$ cat src/rtl/ace_snap_pkg.sv
// Shared definitions for the Ace snapshot loader: FSM state codes, the
// 212-bit T80 register image layout and the register-window offset decode.
// Latency: n/a (constants and a pure function). Backpressure: n/a.
package ace_snap_pkg;

  localparam int REG_IMAGE_W = 212;
  localparam int MASK_W      = 32;   // one bit per image byte, indexed by lsb/8

  typedef logic [1:0] state_t;
  localparam state_t ST_IDLE    = 2'd0;
  localparam state_t ST_LOAD    = 2'd1;
  localparam state_t ST_WAIT_VS = 2'd2;
  localparam state_t ST_INJECT  = 2'd3;

  // Field positions inside the image
  localparam int SP_LSB   = 48;
  localparam int PC_LSB   = 64;
  localparam int IM_LSB   = 208;
  localparam int IFF1_BIT = 210;
  localparam int IFF2_BIT = 211;

  // Kind of image field an offset writes
  localparam logic [1:0] FK_NONE = 2'd0;
  localparam logic [1:0] FK_BYTE = 2'd1;
  localparam logic [1:0] FK_IM   = 2'd2;
  localparam logic [1:0] FK_BIT  = 2'd3;

  typedef struct packed {
    logic [1:0] kind;
    logic [7:0] lsb;
  } field_t;

  // Offset within the register window -> destination field in the image.
  function automatic field_t off_field(input logic [6:0] off);
    field_t f;
    f.kind = FK_BYTE;
    f.lsb  = 8'd0;
    case (off)
      7'h00: f.lsb = 8'd8;
      7'h01: f.lsb = 8'd0;
      7'h04: f.lsb = 8'd80;
      7'h05: f.lsb = 8'd88;
      7'h08: f.lsb = 8'd96;
      7'h09: f.lsb = 8'd104;
      7'h0C: f.lsb = 8'd112;
      7'h0D: f.lsb = 8'd120;
      7'h10: f.lsb = 8'd128;
      7'h11: f.lsb = 8'd136;
      7'h14: f.lsb = 8'd192;
      7'h15: f.lsb = 8'd200;
      7'h18: f.lsb = 8'd48;
      7'h19: f.lsb = 8'd56;
      7'h1C: f.lsb = 8'd64;
      7'h1D: f.lsb = 8'd72;
      7'h20: f.lsb = 8'd24;
      7'h21: f.lsb = 8'd16;
      7'h24: f.lsb = 8'd144;
      7'h25: f.lsb = 8'd152;
      7'h28: f.lsb = 8'd160;
      7'h29: f.lsb = 8'd168;
      7'h2C: f.lsb = 8'd176;
      7'h2D: f.lsb = 8'd184;
      7'h30: begin f.kind = FK_IM;  f.lsb = 8'(IM_LSB);   end
      7'h34: begin f.kind = FK_BIT; f.lsb = 8'(IFF1_BIT); end
      7'h38: begin f.kind = FK_BIT; f.lsb = 8'(IFF2_BIT); end
      7'h3C: f.lsb = 8'd32;
      7'h40: f.lsb = 8'd40;
      default: f.kind = FK_NONE;
    endcase
    return f;
  endfunction

endpackage

$ cat src/rtl/ace_snap_regfile.sv
// Register image capture: decodes window writes into the 212-bit image,
// tracks which bytes were captured and latches snap_valid at load end.
// Latency: a write lands in image_o one clk later. Backpressure: none.
// Ports: clear_i (wipe image/mask/valid), wr_i/off_i/data_i (window write),
// latch_i (load end: latch valid, apply sp_fix_i with sp_fix_val_i),
// image_o (register image), snap_valid_o (both PC bytes were captured).
module ace_snap_regfile
  import ace_snap_pkg::*;
(
  input  logic                   clk,
  input  logic                   rst_n,
  input  logic                   clear_i,
  input  logic                   wr_i,
  input  logic [6:0]             off_i,
  input  logic [7:0]             data_i,
  input  logic                   latch_i,
  input  logic                   sp_fix_i,
  input  logic [15:0]            sp_fix_val_i,
  output logic [REG_IMAGE_W-1:0] image_o,
  output logic                   snap_valid_o
);

  field_t                 fld;
  logic [REG_IMAGE_W-1:0] image_d, image_q;
  logic [MASK_W-1:0]      mask_d, mask_q;
  logic                   valid_d, valid_q;

  always_comb begin
    fld     = off_field(off_i);
    image_d = image_q;
    mask_d  = mask_q;
    valid_d = valid_q;
    if (clear_i) begin
      image_d = '0;
      mask_d  = '0;
      valid_d = 1'b0;
    end else begin
      if (wr_i && fld.kind != FK_NONE) begin
        mask_d[fld.lsb[7:3]] = 1'b1;
        case (fld.kind)
          FK_BYTE: image_d[fld.lsb +: 8]  = data_i;
          FK_IM:   image_d[IM_LSB +: 2]   = data_i[1:0];
          default: image_d[fld.lsb]       = data_i[0];
        endcase
      end
      // Writes are never qualified in the load-end cycle, so no overlap here.
      if (latch_i) begin
        valid_d = mask_q[PC_LSB/8] & mask_q[PC_LSB/8 + 1];
        if (sp_fix_i) image_d[SP_LSB +: 16] = sp_fix_val_i;
      end
    end
  end

  always_ff @(posedge clk or negedge rst_n) begin
    if (!rst_n) begin
      image_q <= '0;
      mask_q  <= '0;
      valid_q <= 1'b0;
    end else begin
      image_q <= image_d;
      mask_q  <= mask_d;
      valid_q <= valid_d;
    end
  end

  assign image_o      = image_q;
  assign snap_valid_o = valid_q;

endmodule

$ cat src/rtl/ace_snap_loader.sv
// Snapshot-load sequencer: captures T80 registers from the loader stream,
// holds the CPU in reset, releases on vsync (or timeout) and strobes DIRSet.
// Latency: image +1 clk after a write; release on the vsync-edge clk. Backpressure: none.
// Ports: loader_en/addr/data/wr (loader byte stream), vsync (level),
// cpu_reset/dir_set (T80 control), reg_image (T80 DIR), busy, snap_valid, sp_fixed.
module ace_snap_loader
  import ace_snap_pkg::*;
#(
  parameter logic [15:0] REG_BASE      = 16'h2100,
  parameter int          INJECT_CYCLES = 3,
  parameter bit          SP_FIXUP      = 1'b1,
  parameter logic [15:0] SP_FIX_VALUE  = 16'hFFFE,
  parameter int          VS_TIMEOUT    = 2**20
) (
  input  logic                   clk,
  input  logic                   reset_n,
  input  logic                   loader_en,
  input  logic [15:0]            loader_addr,
  input  logic [7:0]             loader_data,
  input  logic                   loader_wr,
  input  logic                   vsync,
  output logic                   cpu_reset,
  output logic                   dir_set,
  output logic [REG_IMAGE_W-1:0] reg_image,
  output logic                   busy,
  output logic                   snap_valid,
  output logic                   sp_fixed
);

  localparam logic [20:0] TO_LAST  = 21'(VS_TIMEOUT - 1);
  localparam logic [3:0]  INJ_LAST = 4'(INJECT_CYCLES - 1);

  state_t      state_d, state_q;
  logic [15:0] max_addr_d, max_addr_q;
  logic [20:0] to_cnt_d, to_cnt_q;
  logic [3:0]  inj_cnt_d, inj_cnt_q;
  logic        sp_fixed_d, sp_fixed_q;
  logic        en_q, vs_q;

  logic en_rise, vs_rise, in_win, load_wr, load_end, load_start, sp_fix, release_now;

  assign en_rise  = loader_en & ~en_q;
  assign vs_rise  = vsync & ~vs_q;
  assign in_win   = (loader_addr[15:7] == REG_BASE[15:7]);
  assign load_wr  = (state_q == ST_LOAD) && loader_en && loader_wr;
  assign load_end = (state_q == ST_LOAD) && !loader_en;

  assign load_start = ((state_q == ST_IDLE) && loader_en) ||
                      (((state_q == ST_WAIT_VS) || (state_q == ST_INJECT)) && en_rise);

  assign sp_fix = SP_FIXUP && load_end && (reg_image[SP_LSB +: 16] > max_addr_q);

  // to_cnt_q is zero only in the WAIT_VS entry cycle, which must not use an edge.
  assign release_now = (state_q == ST_WAIT_VS) &&
                       ((vs_rise && (to_cnt_q != '0)) ||
                        ((VS_TIMEOUT != 0) && (to_cnt_q == TO_LAST)));

  ace_snap_regfile u_regfile (
    .clk          (clk),
    .rst_n        (reset_n),
    .clear_i      (load_start),
    .wr_i         (load_wr && in_win),
    .off_i        (loader_addr[6:0]),
    .data_i       (loader_data),
    .latch_i      (load_end),
    .sp_fix_i     (sp_fix),
    .sp_fix_val_i (SP_FIX_VALUE),
    .image_o      (reg_image),
    .snap_valid_o (snap_valid)
  );

  always_comb begin
    state_d    = state_q;
    max_addr_d = max_addr_q;
    to_cnt_d   = to_cnt_q;
    inj_cnt_d  = inj_cnt_q;
    sp_fixed_d = sp_fixed_q;
    if (load_start) begin
      state_d    = ST_LOAD;
      max_addr_d = '0;
      sp_fixed_d = 1'b0;
    end else begin
      case (state_q)
        ST_LOAD: begin
          if (load_wr && (loader_addr > max_addr_q)) max_addr_d = loader_addr;
          if (!loader_en) begin
            state_d    = ST_WAIT_VS;
            to_cnt_d   = '0;
            sp_fixed_d = sp_fix;
          end
        end
        ST_WAIT_VS: begin
          if (to_cnt_q != '1) to_cnt_d = to_cnt_q + 21'd1;
          if (release_now) begin
            inj_cnt_d = '0;
            // Without a PC there is nothing to inject: cold boot from ROM.
            state_d   = snap_valid ? ST_INJECT : ST_IDLE;
          end
        end
        ST_INJECT: begin
          inj_cnt_d = inj_cnt_q + 4'd1;
          if (inj_cnt_q == INJ_LAST) state_d = ST_IDLE;
        end
        default: ;
      endcase
    end
  end

  always_ff @(posedge clk or negedge reset_n) begin
    if (!reset_n) begin
      state_q    <= ST_IDLE;
      max_addr_q <= '0;
      to_cnt_q   <= '0;
      inj_cnt_q  <= '0;
      sp_fixed_q <= 1'b0;
      en_q       <= 1'b0;
      vs_q       <= 1'b0;
    end else begin
      state_q    <= state_d;
      max_addr_q <= max_addr_d;
      to_cnt_q   <= to_cnt_d;
      inj_cnt_q  <= inj_cnt_d;
      sp_fixed_q <= sp_fixed_d;
      en_q       <= loader_en;
      vs_q       <= vsync;
    end
  end

  assign cpu_reset = (state_q == ST_LOAD) || (state_q == ST_WAIT_VS);
  assign dir_set   = (state_q != ST_IDLE);
  assign busy      = (state_q != ST_IDLE);
  assign sp_fixed  = sp_fixed_q;

endmodule

$ cat config.mk
export PLATFORM = sky130hd
export DESIGN_NAME = ace_snap_loader
export DESIGN_NICKNAME = d
export VERILOG_FILES = /design/src/rtl/ace_snap_pkg.sv /design/src/rtl/ace_snap_regfile.sv /design/src/rtl/ace_snap_loader.sv
export SDC_FILE = /design/constraint.sdc
export NUM_CORES = 1
export LEC_CHECK = 0
export ABC_AREA = 1
export CAP_MARGIN = 20
export CORE_MARGIN = 4
export CORE_UTILIZATION = 35
export CTS_CLUSTER_DIAMETER = 40
export DETAILED_ROUTE_END_ITERATION = 7
export PLACE_DENSITY = 0.58
export SLEW_MARGIN = 20
export SYNTH_ARGS = -nofsm -noshare
export SYNTH_HDL_FRONTEND = slang
export SYNTH_HIERARCHICAL = 1
export SYNTH_SLANG_ARGS = --single-unit
$ cat constraint.sdc
create_clock -name clk -period 3 [get_ports clk]
set_clock_uncertainty 0.1 [all_clocks]
set_input_delay 0.75 -clock clk [delete_from_list [all_inputs] [get_ports clk]]
set_output_delay 0.75 -clock clk [all_outputs]
set_load 0.02 [all_outputs]
* After elaboration in Yosys (flattened, before gate mapping)
Cells that the tools add are included.
** Word-level totals
- Bits in registers :: 291
- Input bits :: 29
- Output and inout bits :: 217
- Word-level logic and storage cells :: 149
** Operators by class
- $add $sub $neg :: 3
- Magnitude comparators :: 6
- Equality and inequality tests :: 45
- Shift operators :: 2
- Mux-type cells :: 36
- Bitwise logic cells :: 7
- Reduce and logical (&&, ||, !) cells :: 38
** Operator list (number)
- $bwmux W212 :: 2
- $mux W212 :: 2
- $pmux W208 S2 :: 1
- $pmux W8 S28 :: 1
- $shift A8 B10 Y212 const A :: 1
- $shiftx A8 B10 Y212 :: 1
- $eq A7 B6 Y1 const B :: 12
- $mux W16 :: 5
- $mux W32 :: 2
- $eq A7 B5 Y1 const B :: 8
- $mux W21 :: 2
- $pmux W21 S2 :: 1
- $gt A16 B16 Y1 :: 2
- $or A32 B32 Y32 :: 1
- $eq A7 B4 Y1 const B :: 4
- $reduce_or A26 Y1 :: 1
- $add A21 B1 Y21 const B :: 1
- $eq A21 B20 Y1 const B :: 1
- $ne A21 B21 Y1 const B :: 1
- $reduce_bool A21 Y1 :: 1
- $reduce_bool A2 Y1 :: 8
- $eq A7 B3 Y1 const B :: 2
- $logic_and A1 B1 Y1 :: 13
- $pmux W2 S3 :: 2
- other kinds (34) :: 62

* Depth between registers and ports, before layout
- Depth in word-level cells :: 12
- Depth in mapped cells :: 27
- Depth with buffers taken out :: 26

* By module
The synthesis kept the hierarchy.
** By module, submodules not included
- ace_snap_regfile :: times used 1, cells each 2259, area each 14577.7 um2, sequential area each 5380.2 um2
- ace_snap_loader :: times used 1, cells each 490, area each 3575.9 um2, sequential area each 1151.1 um2

* Worst setup path before layout
Ideal clock, no wire load.
- Path kind :: input to register
- Start :: in loader_addr[6]
- End :: reg u_regfile.image_q[28], in the netlist u_regfile/image_o[28]
- Setup time :: 66 ps
- Arrival time :: 4431 ps
- Required time :: 2834 ps
- Setup slack :: -1597 ps
- Cell stages on the path :: 22
- Buffers on the path :: 4
- Cell sequence :: inv_2 nand2_1 nor2_1 buf_4 nand2_1 nand2_1 nor2_1 nand2_1 or3_1 nor4_1 inv_1 ha_1 clkbuf_1 nor2_1 inv_2 nor2_1 inv_1 nor2_1 clkbuf_1 clkbuf_1 o211ai_1 nand2_1
** On the way
- Cells in the longest elaborated chain, start to end :: 10
- Elaborated cells between the ends (all ways) :: 53
- Classes of those cells :: add/sub: 1; order compare: 2; eq/ne: 31; shift: 2; mux: 9; reduce/logical: 8
** RTL lines
- start: declaration :: RTL line ace_snap_loader.sv:18 : input logic [15:0] loader_addr,
- $eq A7 B7 Y1, or another cell as far along :: RTL line ace_snap_pkg.sv:38 : case (off)
- $pmux W8 S28 :: RTL line ace_snap_pkg.sv:38
- $lt A8 B9 Y1 (implied by the code) or $ge A8 B1 Y1 (tied branches) :: RTL line ace_snap_regfile.sv:43 : default: image_d[fld.lsb] = data_i[0];
- $logic_and A1 B1 Y1 (implied by the code) :: RTL line ace_snap_regfile.sv:43
- $mux W1 (implied by the code) :: RTL line ace_snap_regfile.sv:43
- $demux W1 S8
- $bwmux W212 :: RTL line ace_snap_regfile.sv:43
- $pmux W208 S2 :: RTL line ace_snap_regfile.sv:40 : case (fld.kind)
- $mux W212 :: RTL line ace_snap_regfile.sv:38 : if (wr_i && fld.kind != FK_NONE) begin
- $mux W212 :: RTL line ace_snap_regfile.sv:33 : if (clear_i) begin
- end signal: assignment :: RTL line ace_snap_regfile.sv:60 : image_q <= image_d;
- end: declaration :: RTL line ace_snap_regfile.sv:24 : logic [REG_IMAGE_W-1:0] image_d, image_q;
Parallel ways exist; a longest one is shown, timed or not. The select of a mux whose other input is x is not followed.
A chain may end at the register's enable or synchronous reset.

* Worst setup path after layout
- Start :: in loader_addr[3]
- End :: reg u_regfile.image_q[87], in the netlist u_regfile/image_o[87]
The elaborated chain is that of the path after synthesis.

==> impl_metrics.ini <==
[synthesis]
ys.flop_type = dfrtp_1
yosysTopAreaCell = dfrtp_1
syn_inst = 2749
ys_seq_area_frac = 0.360
synth_cell_types = 56
ys_ff_latch = 261
ys_async_sr_fraction = 1.00
synth_edf_count = 0
mappedNetlistArea_sq_um = 18200
synth_area_per_cell_sq_um = 6.60
yosysTopAreaCellShare = 0.360
synth_area_leaders = dfrtp_1 (36%), nand2_1 (15%), o21ai_0 (7.1%)
yosysWarnings = 6

[finish]
nets = 3706
final_common_cell = nand2_1
final_cells = 4359
final_cell_area_sq_um = 31600
drive_gt1_frac = 0.351
fillers = 4654
areaGrowthSynthToFinish_pct = 73.9
final_cell_mix = nand2_1 (600), buf_4 (544), dfrtp_1 (261)

[drt]
wire_per_inst_um = 21.2
drtIter0Drc = 2186
top_layer = met5
drc = 0
met2_wirelength_um = 41800
vias = 23145
detail-route-antenna-nets = 0
viasPerCell = 5.31
wl_um = 92600
dr_wl_met3_um = 7800
drt-met1-wl_um = 39500
dr.pass1.iters = 5

[timing]
rsz0062_at_grt = true
fmax_mhz = 290
worst_pin_slew_ns = 0.610
tns_ns = -71.77
slew_violations = 0
setup_viol = 212
slew_headroom = 0.594
post-route-min-period_ns = 3.45
worst_slack_ns = -0.445
hold_violations = 0
fin_crit_sh = 1.15

[setup_path]
criticalPathCategory = input port to flip-flop
worstPathMaxFanout = 7
cp_common_cell = nor2_4
critPathCaptureType = flip-flop
r2r-start = state_q[1]
reg2regPathDepth = 18
start_kind = input port
required_ns = 3.42
worst_ep_arrival_time_ns = 3.87
r2r_slack_ns = 0.05
crit_path_top_delay_cell = or3_4
max_stage_delay_ns = 0.38
r2r-end = u_regfile/image_o[87]

[clocking]
cts_buffers = 54
clockBufferDepth = 3
htreeDepth = 2
root_buffer = clkbuf_16
clock_latency_ns = 0.60
clk_pin_slew_worst_paths_ns = 0.05
cts_sinks = 261
tritoncts = done

[floorplan]
pin_count = 246
die_w_um = 236
die_y_um = 236
initial_core_util = 0.354
fp.coreArea_sq_um = 51300
rows = 83
dieArea_sq_um = 55600

[global_routing]
grt_usage = 0.316
grt_max_degree = 64
grt_pass1_vias = 22839
antenna_found_initial = 5
overflow = 0
grt_pass1_wl_um = 137000

[power]
power_density_nw_per_um2 = 533
ir_drop_uv = 523
power_mw = 16.8
p_leak_nw = 14.3

[outcome]
violations = negative setup slack
status = finished with violations

[placement]
place.gp.congestion = 0.967
hpwl_um = 66200
place_area_sq_um = 25400
numPortBuffers = 245
place_inst = 4063

[min_path]
hold_path_class = input port to asynchronous set/reset pin

[flow_run]
cap_violations = 0
[per-layer routing]
metal	up-vias	GRT usage
met5	-	0
met4	2	0.114
met3	216	0.0849
met2	951	0.494
met1	11092	0.421
li1	10884	-
[sequential cells by signal (all words and copies together), names as in the netlist]
name                    cells
en_q                        1
inj_cnt_q                   4
max_addr_q                 16
sp_fixed                    1
state_q                     2
to_cnt_q                   21
u_regfile/image_o         212
u_regfile/mask_q            2
u_regfile/snap_valid_o      1
vs_q                        1
[cell families (layout without fill, tap and decap cells)]
family	Yosys count	in the layout	share of synthesized area
compound gates	687	687	0.205
xor+xnor	15	15	0.00724
fa+ha+maj	47	47	0.0324
buf+inv	409	1321	0.0887
flops	261	261	0.360
mux	2	2	0.00117
other cells	2	19	0.000414
simple gates	1326	1327	0.305
[what timing repair did]
item                       4_1_cts  5_1_grt
gates resized for setup        523      233
hold buffers                     0        0
pin swaps                      128      113
gates cloned                    15        9
setup endpoints to repair      214      214
setup buffers                  146       52
[power breakdown]
group          internal (mW)  switching, mW  total [mW]
combinational           2.71           4.05        6.76
clock                   3.80           2.29        6.10
sequential              3.73          0.249        3.98
total                   10.2           6.59        16.8
[critical path: cells and delay by family]
kind / cells / cell delay [ns]
buffers and inverters: 13 / 1.40
AO/OA/AOI/OAI: 2 / 0.19
AND/OR/NAND/NOR: 10 / 1.23
adder cells (fa/ha/maj): 1 / 0.26
[final cells by class]
cell class              instances  area (sq um)  area share
flip-flops and latches        261          6530       0.207
clock buffers                  60          1400      0.0445
repair buffers                930          8890       0.282
well taps                     680           851      0.0269
repair inverters                4          45.0     0.00143
multi-input cells            2094         12200       0.385
inverters                     285          1240      0.0394
diodes                          3          7.51    0.000238
clock inverters                42           450      0.0143
[cells in the mapped netlist, types with 4 or more instances]
cell	count
a31oi_1	5
nand3_2	6
nand2_2	11
buf_4	9
nand3_1	169
or2_2	5
o211ai_1	48
clkbuf_1	80
buf_1	12
nor3_1	21
nor2_4	10
o21ai_1	129
o22ai_1	27
xor2_1	13
nor2_1	340
nand2_1	710
dfrtp_1	261
nor2_2	10
clkinv_1	4
a21oi_1	189
ha_1	47
o21ai_0	257
o21ai_2	4
nand4_1	33
inv_2	42
o31ai_1	5
inv_1	239
buf_2	21
o21bai_1	4
[worst max path at each step]
stage | startpoint | end | slack (ns) | depth (start not counted)
detailed placement | loader_addr[5] | u_regfile/image_o[123] | -1.97 | 21
global placement | loader_addr[6] | u_regfile/image_o[123] | -1.96 | 23
global route | loader_addr[3] | u_regfile/image_o[184] | -0.63 | 27
finish | loader_addr[3] | u_regfile/image_o[87] | -0.45 | 26
CTS | loader_addr[6] | u_regfile/image_o[30] | -0.41 | 27
floorplan | loader_addr[6] | u_regfile/image_o[14] | -0.65 | 23
[metrics by stage]
stage               setup slack (ns)  hold slack (ns)   util
floorplan                     -0.646            0.348      -
global placement               -1.96            0.376  0.495
detailed placement             -1.97            0.388  0.495
CTS                           -0.414           0.0227  0.591
global route                  -0.628           0.0518  0.615
finish                        -0.445           0.0264  0.615
Power figures use the tool's default switching activity.
